### src/rtl/hf_lf_switch_ctrl_pkg.sv
// Shared types and helpers for the HF/LF personality switch sequencer.
// The state encoding is fixed because the state register is visible on debug taps.
package hf_lf_switch_pkg;

    typedef enum logic [2:0] {
        ST_ACTIVE  = 3'd0,
        ST_DRAIN   = 3'd1,
        ST_QUIESCE = 3'd2,
        ST_SWITCH  = 3'd3,
        ST_SETTLE  = 3'd4
    } sw_state_e;

    localparam logic SEL_HF = 1'b1;
    localparam logic SEL_LF = 1'b0;

    function automatic int unsigned max_u(input int unsigned a, input int unsigned b);
        return (a > b) ? a : b;
    endfunction

    // The counter only ever holds values 0 .. max_count-1.
    function automatic int unsigned cnt_width(input int unsigned max_count);
        return (max_count > 32'd1) ? $clog2(max_count) : 32'd1;
    endfunction

    // {hf_rst, lf_rst} when only the non-selected core is held in reset.
    function automatic logic [1:0] core_rst(input logic sel_v);
        return {(sel_v != SEL_HF), (sel_v != SEL_LF)};
    endfunction

endpackage

### src/rtl/hf_lf_switch_ctrl_sync_2ff.sv
// Two-flop synchronizer for a single asynchronous level.
// The reset value lets each instance come up in its own idle level.
module sync_2ff #(
    parameter logic RST_VAL = 1'b0
) (
    input  logic clk,
    input  logic rst,
    input  logic d,
    output logic q
);

    logic meta_r;
    logic sync_r;

    // Metastability filter: two back-to-back flops.
    always_ff @(posedge clk or posedge rst) begin
        if (rst) begin
            meta_r <= RST_VAL;
            sync_r <= RST_VAL;
        end else begin
            meta_r <= d;
            sync_r <= meta_r;
        end
    end

    assign q = sync_r;

endmodule

### src/rtl/hf_lf_switch_ctrl.sv
// HF/LF personality switch sequencer: debounce, wait for SPI idle, quiesce
// the drivers, flip the mux select, reset the incoming core, then release.
module hf_lf_switch_ctrl
    import hf_lf_switch_pkg::*;
#(
    parameter int unsigned DEBOUNCE      = 16,
    parameter int unsigned DRAIN_TIMEOUT = 1024,
    parameter int unsigned GUARD         = 64,
    parameter int unsigned RST_CYCLES    = 4,
    parameter int unsigned SETTLE        = 32,
    parameter logic        SEL_RESET     = 1'b1
) (
    input  logic ck_1356meg,
    input  logic reset,
    input  logic fpga_switch,
    input  logic ncs,
    output logic sel,
    output logic pwr_gate,
    output logic ssp_gate,
    output logic hf_rst,
    output logic lf_rst,
    output logic busy,
    output logic drain_timeout
);

    localparam int unsigned CNT_MAX = max_u(max_u(DEBOUNCE, DRAIN_TIMEOUT),
                                            max_u(max_u(GUARD, RST_CYCLES), SETTLE));
    localparam int unsigned CNT_W   = cnt_width(CNT_MAX);

    localparam logic [CNT_W-1:0] CNT_ZERO    = {CNT_W{1'b0}};
    localparam logic [CNT_W-1:0] CNT_ONE     = CNT_W'(1'b1);
    localparam logic [CNT_W-1:0] DEB_LAST    = CNT_W'(DEBOUNCE - 32'd1);
    localparam logic [CNT_W-1:0] DRAIN_LAST  = CNT_W'(DRAIN_TIMEOUT - 32'd1);
    localparam logic [CNT_W-1:0] GUARD_LAST  = CNT_W'(GUARD - 32'd1);
    localparam logic [CNT_W-1:0] RST_LAST    = CNT_W'(RST_CYCLES - 32'd1);
    localparam logic [CNT_W-1:0] SETTLE_LAST = CNT_W'(SETTLE - 32'd1);

    logic             req_s;
    logic             ncs_s;
    sw_state_e        state_r;
    sw_state_e        state_s;
    logic [CNT_W-1:0] cnt_r;
    logic [CNT_W-1:0] cnt_s;
    logic             sel_r;
    logic             sel_s;
    logic             dto_r;
    logic             dto_s;
    logic             gate_s;
    logic             hf_rst_s;
    logic             lf_rst_s;
    logic             busy_s;
    logic             pwr_gate_r;
    logic             ssp_gate_r;
    logic             hf_rst_r;
    logic             lf_rst_r;
    logic             busy_r;

    // Request idles at the reset select so reset never triggers a switch.
    sync_2ff #(.RST_VAL(SEL_RESET)) u_req_sync (
        .clk (ck_1356meg),
        .rst (reset),
        .d   (fpga_switch),
        .q   (req_s)
    );

    sync_2ff #(.RST_VAL(1'b1)) u_ncs_sync (
        .clk (ck_1356meg),
        .rst (reset),
        .d   (ncs),
        .q   (ncs_s)
    );

    // Next state, shared counter and output decode of the next state.
    always_comb begin
        state_s = state_r;
        cnt_s   = cnt_r;
        sel_s   = sel_r;
        dto_s   = dto_r;
        case (state_r)
            ST_ACTIVE: begin
                if (req_s == sel_r) begin
                    cnt_s = CNT_ZERO;
                end else if (cnt_r == DEB_LAST) begin
                    state_s = ST_DRAIN;
                    cnt_s   = CNT_ZERO;
                end else begin
                    cnt_s = cnt_r + CNT_ONE;
                end
            end
            ST_DRAIN: begin
                if (req_s == sel_r) begin
                    state_s = ST_ACTIVE;
                    cnt_s   = CNT_ZERO;
                end else if (ncs_s) begin
                    state_s = ST_QUIESCE;
                    cnt_s   = CNT_ZERO;
                end else if (cnt_r == DRAIN_LAST) begin
                    state_s = ST_QUIESCE;
                    cnt_s   = CNT_ZERO;
                    dto_s   = 1'b1;
                end else begin
                    cnt_s = cnt_r + CNT_ONE;
                end
            end
            ST_QUIESCE: begin
                if (cnt_r == GUARD_LAST) begin
                    state_s = ST_SWITCH;
                    cnt_s   = CNT_ZERO;
                    sel_s   = ~sel_r;
                end else begin
                    cnt_s = cnt_r + CNT_ONE;
                end
            end
            ST_SWITCH: begin
                if (cnt_r == RST_LAST) begin
                    state_s = ST_SETTLE;
                    cnt_s   = CNT_ZERO;
                end else begin
                    cnt_s = cnt_r + CNT_ONE;
                end
            end
            ST_SETTLE: begin
                if (cnt_r == SETTLE_LAST) begin
                    state_s = ST_ACTIVE;
                    cnt_s   = CNT_ZERO;
                end else begin
                    cnt_s = cnt_r + CNT_ONE;
                end
            end
            default: begin
                state_s = ST_SWITCH;
                cnt_s   = CNT_ZERO;
            end
        endcase

        gate_s                = 1'b1;
        {hf_rst_s, lf_rst_s}  = core_rst(sel_s);
        case (state_s)
            ST_ACTIVE, ST_DRAIN: begin
                gate_s = 1'b0;
            end
            ST_QUIESCE, ST_SETTLE: begin
                gate_s = 1'b1;
            end
            ST_SWITCH: begin
                hf_rst_s = 1'b1;
                lf_rst_s = 1'b1;
            end
            default: begin
                hf_rst_s = 1'b1;
                lf_rst_s = 1'b1;
            end
        endcase
        busy_s = (state_s != ST_ACTIVE);
    end

    // State, counter and every output are registered together.
    always_ff @(posedge ck_1356meg or posedge reset) begin
        if (reset) begin
            state_r    <= ST_SWITCH;
            cnt_r      <= CNT_ZERO;
            sel_r      <= SEL_RESET;
            dto_r      <= 1'b0;
            pwr_gate_r <= 1'b1;
            ssp_gate_r <= 1'b1;
            hf_rst_r   <= 1'b1;
            lf_rst_r   <= 1'b1;
            busy_r     <= 1'b1;
        end else begin
            state_r    <= state_s;
            cnt_r      <= cnt_s;
            sel_r      <= sel_s;
            dto_r      <= dto_s;
            pwr_gate_r <= gate_s;
            ssp_gate_r <= gate_s;
            hf_rst_r   <= hf_rst_s;
            lf_rst_r   <= lf_rst_s;
            busy_r     <= busy_s;
        end
    end

    assign sel           = sel_r;
    assign pwr_gate      = pwr_gate_r;
    assign ssp_gate      = ssp_gate_r;
    assign hf_rst        = hf_rst_r;
    assign lf_rst        = lf_rst_r;
    assign busy          = busy_r;
    assign drain_timeout = dto_r;

endmodule
### config.mk
export PLATFORM = sky130hd
export DESIGN_NAME = hf_lf_switch_ctrl
export DESIGN_NICKNAME = d
export VERILOG_FILES = /design/src/rtl/hf_lf_switch_ctrl_pkg.sv /design/src/rtl/hf_lf_switch_ctrl_sync_2ff.sv /design/src/rtl/hf_lf_switch_ctrl.sv
export SDC_FILE = /design/constraint.sdc
export NUM_CORES = 1
export LEC_CHECK = 0
export BUFFER_PORTS_ARGS = -buffer_cell sky130_fd_sc_hd__buf_2
export CORE_ASPECT_RATIO = 1.1
export CORE_MARGIN = 3
export CORE_UTILIZATION = 60
export CTS_CLUSTER_DIAMETER = 40
export CTS_CLUSTER_SIZE = 8
export DETAILED_ROUTE_END_ITERATION = 12
export PLACE_DENSITY = 0.92
export SKIP_CTS_REPAIR_TIMING = 1
export SLEW_MARGIN = 20
export SYNTH_ARGS = -nofsm -noshare
export SYNTH_HDL_FRONTEND = slang
export SYNTH_SLANG_ARGS = --single-unit
### constraint.sdc
create_clock -name ck_1356meg -period 5.74 [get_ports ck_1356meg]
set_input_delay 1.148 -clock ck_1356meg [delete_from_list [all_inputs] [get_ports ck_1356meg]]
set_output_delay 1.148 -clock ck_1356meg [all_outputs]
set_load 0.03 [all_outputs]
==> impl_metrics.env, run 1 <==
export IMPL_timing_rr_end="cnt_r[9]"
export IMPL_hold_path_class="register to register"
export IMPL_power_density_nw_per_um2=366
export IMPL_end_kind="register"
export IMPL_rows=15
export IMPL_r2r_cells=5
export IMPL_design_core_area_um2=1670
export IMPL_cts_htree_levels=1
export IMPL_io_pins=11
export IMPL_finalHoldViolations=0
export IMPL_arrival_ns=2.61
export IMPL_dp_hpwl_um=1640
export IMPL_syn_cell_area_um2=1130
export IMPL_ys_types=35
export IMPL_startpoint="cnt_r[6]"
export IMPL_grt_pass1_vias=887
export IMPL_critPathKind="register to register"
export IMPL_period_needed_ns=2.41
export IMPL_routed_via_density=6.21
export IMPL_max_freq_mhz=415
export IMPL_p_total_uw=445
export IMPL_start_util=0.679
export IMPL_gp_congestion=0.830
export IMPL_largest_reg_flops=10
export IMPL_num_nets_final=127
export IMPL_min_path_cells=0
export IMPL_cts_buffers=3
export IMPL_grt_first_pass_wirelength_um=3760
export IMPL_post_route_drc_count=0
export IMPL_slew_headroom=0.471
export IMPL_finClkSkew_ns=0.0117
export IMPL_die_w_um=47.5
export IMPL_regMostFlops="cnt_r"
export IMPL_syn2layout_area_growth_pct=7.17
export IMPL_ant_nets=0
export IMPL_route_detailed_wl_per_inst_um=15.8
export IMPL_grt_usage=0.217
export IMPL_hp_start="u_req_sync.meta_r"
export IMPL_worst_slack_ns=3.33
export IMPL_synth_seq_cells=23
export IMPL_drt_initial_drc_count=23
export IMPL_synth_edf_count=0
export IMPL_syn_instance_count=110
export IMPL_ir_drop_v=0.000245
export IMPL_ys_seq_area_frac=0.519
export IMPL_die_area_um2=2450
export IMPL_die_h_um=51.6
export IMPL_max_cap_viol_count=0
export IMPL_finalSetupViolCount=0
export IMPL_start_kind="register"
export IMPL_tns_ns=0
export IMPL_cts_tree="done"
export IMPL_pre_cts_ws_ns=3.41
export IMPL_syn_nets=115
export IMPL_clk_path_buf_depth=2
export IMPL_vias=857
export IMPL_n_antenna_cell=0
export IMPL_reg2reg_from="cnt_r[6]"
export IMPL_final_layout_size_suffix_gt1_frac=0.223
export IMPL_root_buffer="clkbuf_4"
export IMPL_top_regs="cnt_r x10, state_r x3"
export IMPL_synth_async_reset_ratio=1.00
export IMPL_period_share=0.419
export IMPL_tightest_slew_ns=0.793
export IMPL_slew_viol_final=0
export IMPL_synth_ff_type="dfrtp_1"
export IMPL_port_buffers=10
export IMPL_cp_required_ns=5.94
export IMPL_final_common_cell="nor2_1"
export IMPL_timing_critical_path_fanout_max=8
export IMPL_holdWs_ns=0.364
export IMPL_avgSynthCellArea_um2=10.3
export IMPL_hold_path_end="u_req_sync.q"
export IMPL_cts_sinks=23
export IMPL_outcome="completed"
export IMPL_gr_total_overflow=0
export IMPL_rrSetupSlack_ns=3.33
export IMPL_leakagePower_uw=0.000526
export IMPL_first_pass_iters=4
export IMPL_clk_pin_slew_ns=0.12
export IMPL_final_cell_mix="nor2_1, dfrtp_1, dfstp_2, buf_2, nand2_1"
export IMPL_rsz0062_at_grt="false"
export IMPL_antenna_found_initial=0
export IMPL_grt_max_degree=24
export IMPL_clk_latency_ns=0.32
export IMPL_routed_wl_um=2180
export IMPL_ys_warn_count=0
export IMPL_n_fill_cell=107
==> critical path: stages (launching register included) <==
cell     delay, ns
dfrtp_1       0.44
or4_1         0.65
nor4_1        0.48
a22oi_1       0.24
nor3_4        0.38
nor3_1        0.10
==> cell families after synthesis <==
logic type / after synthesis / share of synthesized area
adders and majority gates: 1 / 0.0110
xor gates and xnor gates: 10 / 0.0772
buffers and inverters: 8 / 0.0309
AOI/OAI and AO/OA: 10 / 0.0816
DFF: 23 / 0.519
and+or+nand+nor: 58 / 0.280
==> metal layers <==
metal,GRT usage,vias to the layer above,share of wire
li1,-,400,-
met1,0.238,399,0.40
met2,0.357,43,0.50
met3,0.0519,15,0.049
met4,0.143,0,0.045
met5,0,-,0
==> per-stage QoR <==
| stage | instances | instance area [µm²] | utilization |
|---|---|---|---|
| floorplan | 110 | 1130 | - |
| global placement | 134 | 1190 | 0.712 |
| detailed placement | 134 | 1190 | 0.712 |
| CTS | 138 | 1220 | 0.728 |
| global route | 138 | 1220 | 0.728 |
| finish | 138 | 1220 | 0.728 |
==> area by class of cell <==
cell class,count,area [µm²],share of cell area
Sequential cell,23,589,0.485
Tap cell,17,21.3,0.0175
Timing Repair Buffer,10,50.0,0.0412
Inverter,5,18.8,0.0154
Multi-Input combinational cell,79,510,0.420
Clock buffer,4,26.3,0.0216
==> where the power goes <==
part | total, µW | switching (µW) | internal [µW]
combinational | 135 | 80.1 | 54.9
sequential | 238 | 37.8 | 200
clock | 72.7 | 45.5 | 27.2
==> synthesized netlist by cell type (all sizes together), types with 3 or more instances <==
| library cell | instances | share of area |
|---|---|---|
| dfrtp | 12 | 0.26 |
| dfstp | 11 | 0.25 |
| inv | 5 | 0.017 |
| nand2 | 9 | 0.030 |
| nand2b | 4 | 0.022 |
| nor2 | 15 | 0.050 |
| nor3 | 8 | 0.045 |
| nor4 | 4 | 0.022 |
| or3 | 3 | 0.021 |
| or4 | 3 | 0.020 |
| xnor2 | 6 | 0.046 |
| xor2 | 4 | 0.031 |
==> worst max path at each step <==
stage	endpoint	slack, ns	cells past startpoint
global placement	cnt_r[9]	3.52	6
CTS	cnt_r[9]	3.39	5
global route	cnt_r[6]	3.25	5
detailed placement	cnt_r[9]	3.41	5
floorplan	cnt_r[9]	3.62	6
finish	cnt_r[9]	3.33	5
Power figures use the tool's default switching activity.
==> run 2: changes to the inputs <==
--- a/config.mk
+++ b/config.mk
@@ -8,11 +8,11 @@
 export BUFFER_PORTS_ARGS = -buffer_cell sky130_fd_sc_hd__buf_2
 export CORE_ASPECT_RATIO = 1.1
 export CORE_MARGIN = 3
-export CORE_UTILIZATION = 60
+export CORE_UTILIZATION = 56
 export CTS_CLUSTER_DIAMETER = 40
 export CTS_CLUSTER_SIZE = 8
 export DETAILED_ROUTE_END_ITERATION = 12
-export PLACE_DENSITY = 0.92
+export PLACE_DENSITY = 0.87
 export SKIP_CTS_REPAIR_TIMING = 1
 export SLEW_MARGIN = 20
 export SYNTH_ARGS = -nofsm -noshare
==> constraint.sdc (replaced) <==
create_clock -name ck_1356meg -period 2.4 [get_ports ck_1356meg]
set_input_delay 0.48 -clock ck_1356meg [delete_from_list [all_inputs] [get_ports ck_1356meg]]
set_output_delay 0.48 -clock ck_1356meg [all_outputs]
set_load 0.03 [all_outputs]
==> run 2 against run 1 <==
  * Critical path depth is 1 higher
  * Non-clock buffer count is 3 higher
  * Cell count is 9.4% higher
  * Count of clock-buffer cells in the layout is 1 lower
  * Die area is 6.3% higher
  * Clock skew is 0.0095 ns lower
  * Via count is 1.2% lower
  * Sequential share of layout area is 1.7 points lower
  * Sequential power is 140% higher
  * First-iteration DRC count is 4.3% higher
  * Clock power is 140% higher
  * Critical path type unchanged
  * Critical endpoint unchanged
  * Largest cell class unchanged
==> impl_metrics.env, run 2 (synthesis results as in run 1) <==
export IMPL_final_layout_size_suffix_gt1_frac=0.266
export IMPL_clk_latency_ns=0.31
export IMPL_route_detailed_wl_per_inst_um=13.6
export IMPL_io_pins=11
export IMPL_syn2layout_area_growth_pct=11.1
export IMPL_outcome="completed"
export IMPL_post_route_drc_count=0
export IMPL_regMostFlops="cnt_r"
export IMPL_rows=16
export IMPL_drt_initial_drc_count=24
export IMPL_root_buffer="clkbuf_4"
export IMPL_crit_buf_inv=1
export IMPL_ir_drop_v=0.000524
export IMPL_critPathKind="register to register"
export IMPL_start_util=0.616
export IMPL_period_share=0.971
export IMPL_first_pass_iters=4
export IMPL_instances_no_fill=151
export IMPL_clk_path_buf_depth=2
export IMPL_crit_chain="or4_1, or3_4, a22o_1, nor3_4, buf_4, nor3_1"
export IMPL_max_cap_viol_count=0
export IMPL_vias=847
export IMPL_p_total_uw=1090
export IMPL_timing_critical_path_fanout_max=8
export IMPL_n_antenna_cell=0
export IMPL_design_core_area_um2=1840
export IMPL_cpLargestDelayFamily="simple AND/OR/NAND/NOR gates"
export IMPL_gr_total_overflow=0
export IMPL_dp_hpwl_um=1600
export IMPL_largest_reg_flops=10
export IMPL_final_cell_mix="nor2_1, dfrtp_1, dfstp_2, buf_2, nand2_1"
export IMPL_place_area_um2=1220
export IMPL_cts_tree="done"
export IMPL_routed_wl_um=2060
export IMPL_slew_headroom=0.479
export IMPL_n_fill_cell=157
export IMPL_grt_pass1_vias=843
export IMPL_final_common_cell="nor2_1"
export IMPL_critPathSlowestCell="or4_1"
export IMPL_port_buffers=10
export IMPL_placed_cells=146
export IMPL_stdcell_area_um2=1260
export IMPL_grt_max_degree=24
export IMPL_leakagePower_uw=0.000543
export IMPL_cp_required_ns=2.60
export IMPL_period_needed_ns=2.33
export IMPL_slew_viol_final=0
export IMPL_finalHoldViolations=0
export IMPL_finalSetupViolCount=0
export IMPL_start_kind="register"
export IMPL_power_density_nw_per_um2=862
export IMPL_critPathMaxStageDelay_ns=0.65
export IMPL_die_area_um2=2600
export IMPL_die_h_um=53.2
export IMPL_routed_via_density=5.61
export IMPL_finClkSkew_ns=0.00223
export IMPL_max_freq_mhz=429
export IMPL_hold_path_class="input port to register"
export IMPL_tns_ns=0
export IMPL_cts_buffers=3
export IMPL_grt_first_pass_wirelength_um=3480
export IMPL_die_w_um=48.9
export IMPL_arrival_ns=2.53
export IMPL_clk_pin_slew_ns=0.12
export IMPL_gp_congestion=0.894
export IMPL_cts_sinks=23
export IMPL_top_regs="cnt_r x10, state_r x3"
export IMPL_end_kind="register"
export IMPL_num_nets_final=130
export IMPL_ant_nets=0
export IMPL_grt_usage=0.182
export IMPL_holdWs_ns=0.246
export IMPL_antenna_found_initial=0
export IMPL_tightest_slew_ns=0.781
export IMPL_cts_htree_levels=1
-- run 2: cell types whose count changed in the layout (fill, tap and decap cells not counted), sizes merged --
cell    change
clkbuf      -1
clkinv      +1
buf         +3
-- run 2: worst register-to-register path: stages (launching register included) --
cell and delay [ns]:
dfrtp_1 0.43, or4_1 0.65, or3_4 0.44, a22o_1 0.28, nor3_4 0.16, buf_4 0.18
nor3_1 0.06
-- run 2: path summary, 6_finish.rpt --
check	startpoint	endpoint	slack [ns]	cells after the start
worst min-delay path	ncs	u_ncs_sync.meta_r	0.25	1
worst max-delay path	cnt_r[6]	cnt_r[9]	0.07	6
worst max register to register	cnt_r[6]	cnt_r[9]	0.07	6
worst min register to register	u_ncs_sync.meta_r	u_ncs_sync.q	0.36	0
max in group asynchronous	reset	cnt_r[9]	1.62	2
min in group asynchronous	reset	cnt_r[1]	0.29	2
-- run 2: cell type report --
cell class | instances | area [µm²] | area share
repair buffers | 13 | 72.6 | 0.0575
clock inverters | 1 | 5.00 | 0.00397
multi-input cells | 79 | 519 | 0.412
inverters | 5 | 18.8 | 0.0149
well taps | 27 | 33.8 | 0.0268
flip-flops and latches | 23 | 589 | 0.467
clock buffers | 3 | 22.5 | 0.0179
-- run 2: layer usage --
metal,part of all wire,GRT usage,vias to the layer above
met5,0,0,-
met4,0.021,0.137,0
met3,0.041,0.0254,5
met2,0.52,0.328,23
met1,0.42,0.196,411
li1,-,-,408
-- run 2: power breakdown --
group	internal, µW	switching [µW]	total [µW]
clock network	62.5	113	175
logic	145	195	341
registers	478	93.4	571
-- run 2: through the flow --
step	setup slack, ns	util
2_1_floorplan	0.275	-
3_3_place_gp	0.163	0.661
3_5_place_dp	0.0385	0.661
4_1_cts	0.0275	0.676
5_1_grt	-0.0182	0.685
6_report	0.0697	0.685
==> run 3: changes to the inputs <==
--- a/config.mk
+++ b/config.mk
@@ -8,13 +8,13 @@
 export BUFFER_PORTS_ARGS = -buffer_cell sky130_fd_sc_hd__buf_2
 export CORE_ASPECT_RATIO = 1.1
 export CORE_MARGIN = 3
-export CORE_UTILIZATION = 56
+export CORE_UTILIZATION = 57
 export CTS_CLUSTER_DIAMETER = 40
 export CTS_CLUSTER_SIZE = 8
 export DETAILED_ROUTE_END_ITERATION = 12
-export PLACE_DENSITY = 0.87
+export PLACE_DENSITY = 0.88
 export SKIP_CTS_REPAIR_TIMING = 1
-export SLEW_MARGIN = 20
 export SYNTH_ARGS = -nofsm -noshare
 export SYNTH_HDL_FRONTEND = slang
+export SYNTH_HIERARCHICAL = 1
 export SYNTH_SLANG_ARGS = --single-unit
==> run 3 against run 2 <==
  * Synthesized area grew 4.0%
  * Cell count shrank 2.0%
  * Combinational power shrank 88%
  * First-iteration DRC count grew 21%
  * Worst hold slack lost 0.067 ns
  * Sequential share of layout area shrank 0.28 points
  * Die area grew 1.9%
  * Via count grew 2.5%
  * Critical endpoint is now hf_rst
  * Sequential cell count is the same
  * Routed wire length grew 2.7%
  * Total power shrank 43%
==> impl_metrics.env, run 3 <==
export IMPL_clk_path_buf_depth=2
export IMPL_die_area_um2=2650
export IMPL_leakagePower_uw=0.000576
export IMPL_final_layout_size_suffix_gt1_frac=0.281
export IMPL_dp_hpwl_um=1530
export IMPL_ys_seq_area_frac=0.499
export IMPL_power_density_nw_per_um2=490
export IMPL_rsz0062_at_grt="false"
export IMPL_slew_viol_final=0
export IMPL_syn2layout_area_growth_pct=7.53
export IMPL_avgSynthCellArea_um2=10.5
export IMPL_n_antenna_cell=0
export IMPL_regMostFlops="cnt_r"
export IMPL_syn_instance_count=112
export IMPL_drt_initial_drc_count=29
export IMPL_die_h_um=53.7
export IMPL_io_pins=11
export IMPL_holdWs_ns=0.179
export IMPL_p_total_uw=622
export IMPL_cts_tree="done"
export IMPL_intPower_uw=478
export IMPL_synth_area_leaders="dfrtp_1, dfstp_2, nor2_1"
export IMPL_ys_warn_count=6
export IMPL_gp_congestion=0.853
export IMPL_top_regs="cnt_r x10, state_r x3"
export IMPL_largest_reg_flops=10
export IMPL_fin_util=0.681
export IMPL_final_cell_mix="nor2_1, dfrtp_1, dfstp_2, buf_2, nand3_1"
export IMPL_routed_wl_um=2110
export IMPL_ant_nets=0
export IMPL_routed_via_density=5.86
export IMPL_max_freq_mhz=477
export IMPL_grt_pass1_vias=823
export IMPL_finalHoldViolations=0
export IMPL_max_cap_viol_count=0
export IMPL_yosysMostFrequentCell="nor2_1"
export IMPL_route_detailed_wl_per_inst_um=14.3
export IMPL_clk_latency_ns=0.31
export IMPL_first_pass_iters=4
export IMPL_grt_first_pass_wirelength_um=3640
export IMPL_hold_path_class="input port to async pin"
export IMPL_slew_headroom=0.536
export IMPL_worst_slack_ns=0.304
export IMPL_synth_ff_type="dfrtp_1"
export IMPL_final_common_cell="nor2_1"
export IMPL_syn_nets=117
export IMPL_switching_share=0.231
export IMPL_gr_total_overflow=0
export IMPL_syn_cell_area_um2=1180
export IMPL_end_kind="register"
export IMPL_grt_usage=0.179
export IMPL_start_util=0.634
export IMPL_cts_htree_levels=1
export IMPL_design_core_area_um2=1860
export IMPL_synth_async_reset_ratio=1.00
export IMPL_synth_seq_cells=23
export IMPL_ir_drop_v=0.000445
export IMPL_post_route_drc_count=0
export IMPL_clk_pin_slew_ns=0.12
export IMPL_arrival_ns=2.34
export IMPL_finClkSkew_ns=0.00771
export IMPL_critPathKind="register to register"
export IMPL_cp_required_ns=2.64
export IMPL_start_kind="register"
export IMPL_outcome="completed"
export IMPL_die_w_um=49.4
export IMPL_power_frac_comb=0.066
export IMPL_period_share=0.873
export IMPL_pre_cts_ws_ns=0.305
export IMPL_cts_buffers=3
export IMPL_p_sw_uw=144
export IMPL_synth_top_cell_by_area="dfrtp_1"
export IMPL_n_fill_cell=139
export IMPL_tns_ns=0
export IMPL_synth_edf_count=0
export IMPL_yosysTopAreaCellShare=0.255
export IMPL_root_buffer="clkbuf_4"
export IMPL_grt_max_degree=20
export IMPL_finalSetupViolCount=0
export IMPL_seqPwrFrac=0.655
export IMPL_clkPwrFrac=0.278
export IMPL_port_buffers=10
export IMPL_cts_sinks=23
export IMPL_synthTopCellsByCount="nor2_1, dfrtp_1, dfstp_2"
export IMPL_tightest_slew_ns=0.695
export IMPL_timing_critical_path_fanout_max=6
export IMPL_ys_types=38
export IMPL_antenna_found_initial=0
export IMPL_rows=16
export IMPL_vias=868
export IMPL_num_nets_final=127
export IMPL_period_needed_ns=2.10
-- run 3: cell types whose count changed after synthesis, sizes merged, moves of 3 or more --
cell	before	now
o21bai	0	3
nand2	9	5
nor3	8	2
nand2b	4	1
nand3	2	8
or3	3	0
-- run 3: path summary, 6_finish.rpt --
| check | from | endpoint | slack (ns) | cells past startpoint |
|---|---|---|---|---|
| worst max-delay path | cnt_r[0] | hf_rst | 0.30 | 6 |
| worst min-delay path | reset | u_req_sync/meta_r | 0.18 | 2 |
| worst max register to register | cnt_r[0] | hf_rst | 0.30 | 6 |
| worst min register to register | u_ncs_sync/meta_r | u_ncs_sync/q | 0.37 | 0 |
| max in group asynchronous | reset | cnt_r[2] | 1.68 | 2 |
| min in group ck_1356meg | ncs | u_ncs_sync/meta_r | 0.25 | 1 |
-- run 3: logic make-up after synthesis --
logic type	share of synthesized area
AND/OR/NAND/NOR	0.270
flip-flops	0.499
AO/OA/AOI/OAI	0.104
buffers and inverters	0.0414
XOR/XNOR	0.0742
adder cells (fa/ha/maj)	0.0106
-- run 3: worst max-delay path: stages, from the launching register on --
cell and delay (ns):
dfrtp_1 0.43, ha_1 0.28, and4_1 0.24, and4_1 0.22, o311ai_0 0.47, and3b_1 0.31, o21ai_1 0.08
-- run 3: area by class of cell --
type                       count  area [µm²]  area share
tap                           27        33.8      0.0266
inverter                       7        26.3      0.0207
timing repair buffer          10        50.0      0.0394
clock inverter                 1        5.00     0.00394
clock buffer                   3        22.5      0.0178
sequential                    23         589       0.464
multi-input combinational     77         542       0.427
-- run 3: power by group through the flow --
stage / clock (µW) / sequential [µW] / combinational, µW
floorplan: 0 / 410 / 35.1
global placement: 0 / 414 / 39.9
detailed placement: 0 / 414 / 41.7
CTS: 177 / 408 / 42.0
global route: 193 / 409 / 46.8
finish: 173 / 408 / 41.3
-- run 3: per-stage QoR --
step           cells  cell area, µm²
2_1_floorplan    112            1180
3_3_place_gp     144            1240
3_5_place_dp     144            1240
4_1_cts          148            1270
5_1_grt          148            1270
6_report         148            1270
-- run 3: metal layers --
metal / vias up / wire length [µm] / global-route usage
met5: - / 0 / 0
met4: 0 / 44 / 0.0922
met3: 6 / 157 / 0.0305
met2: 36 / 1010 / 0.286
met1: 419 / 898 / 0.240
li1: 407 / - / -
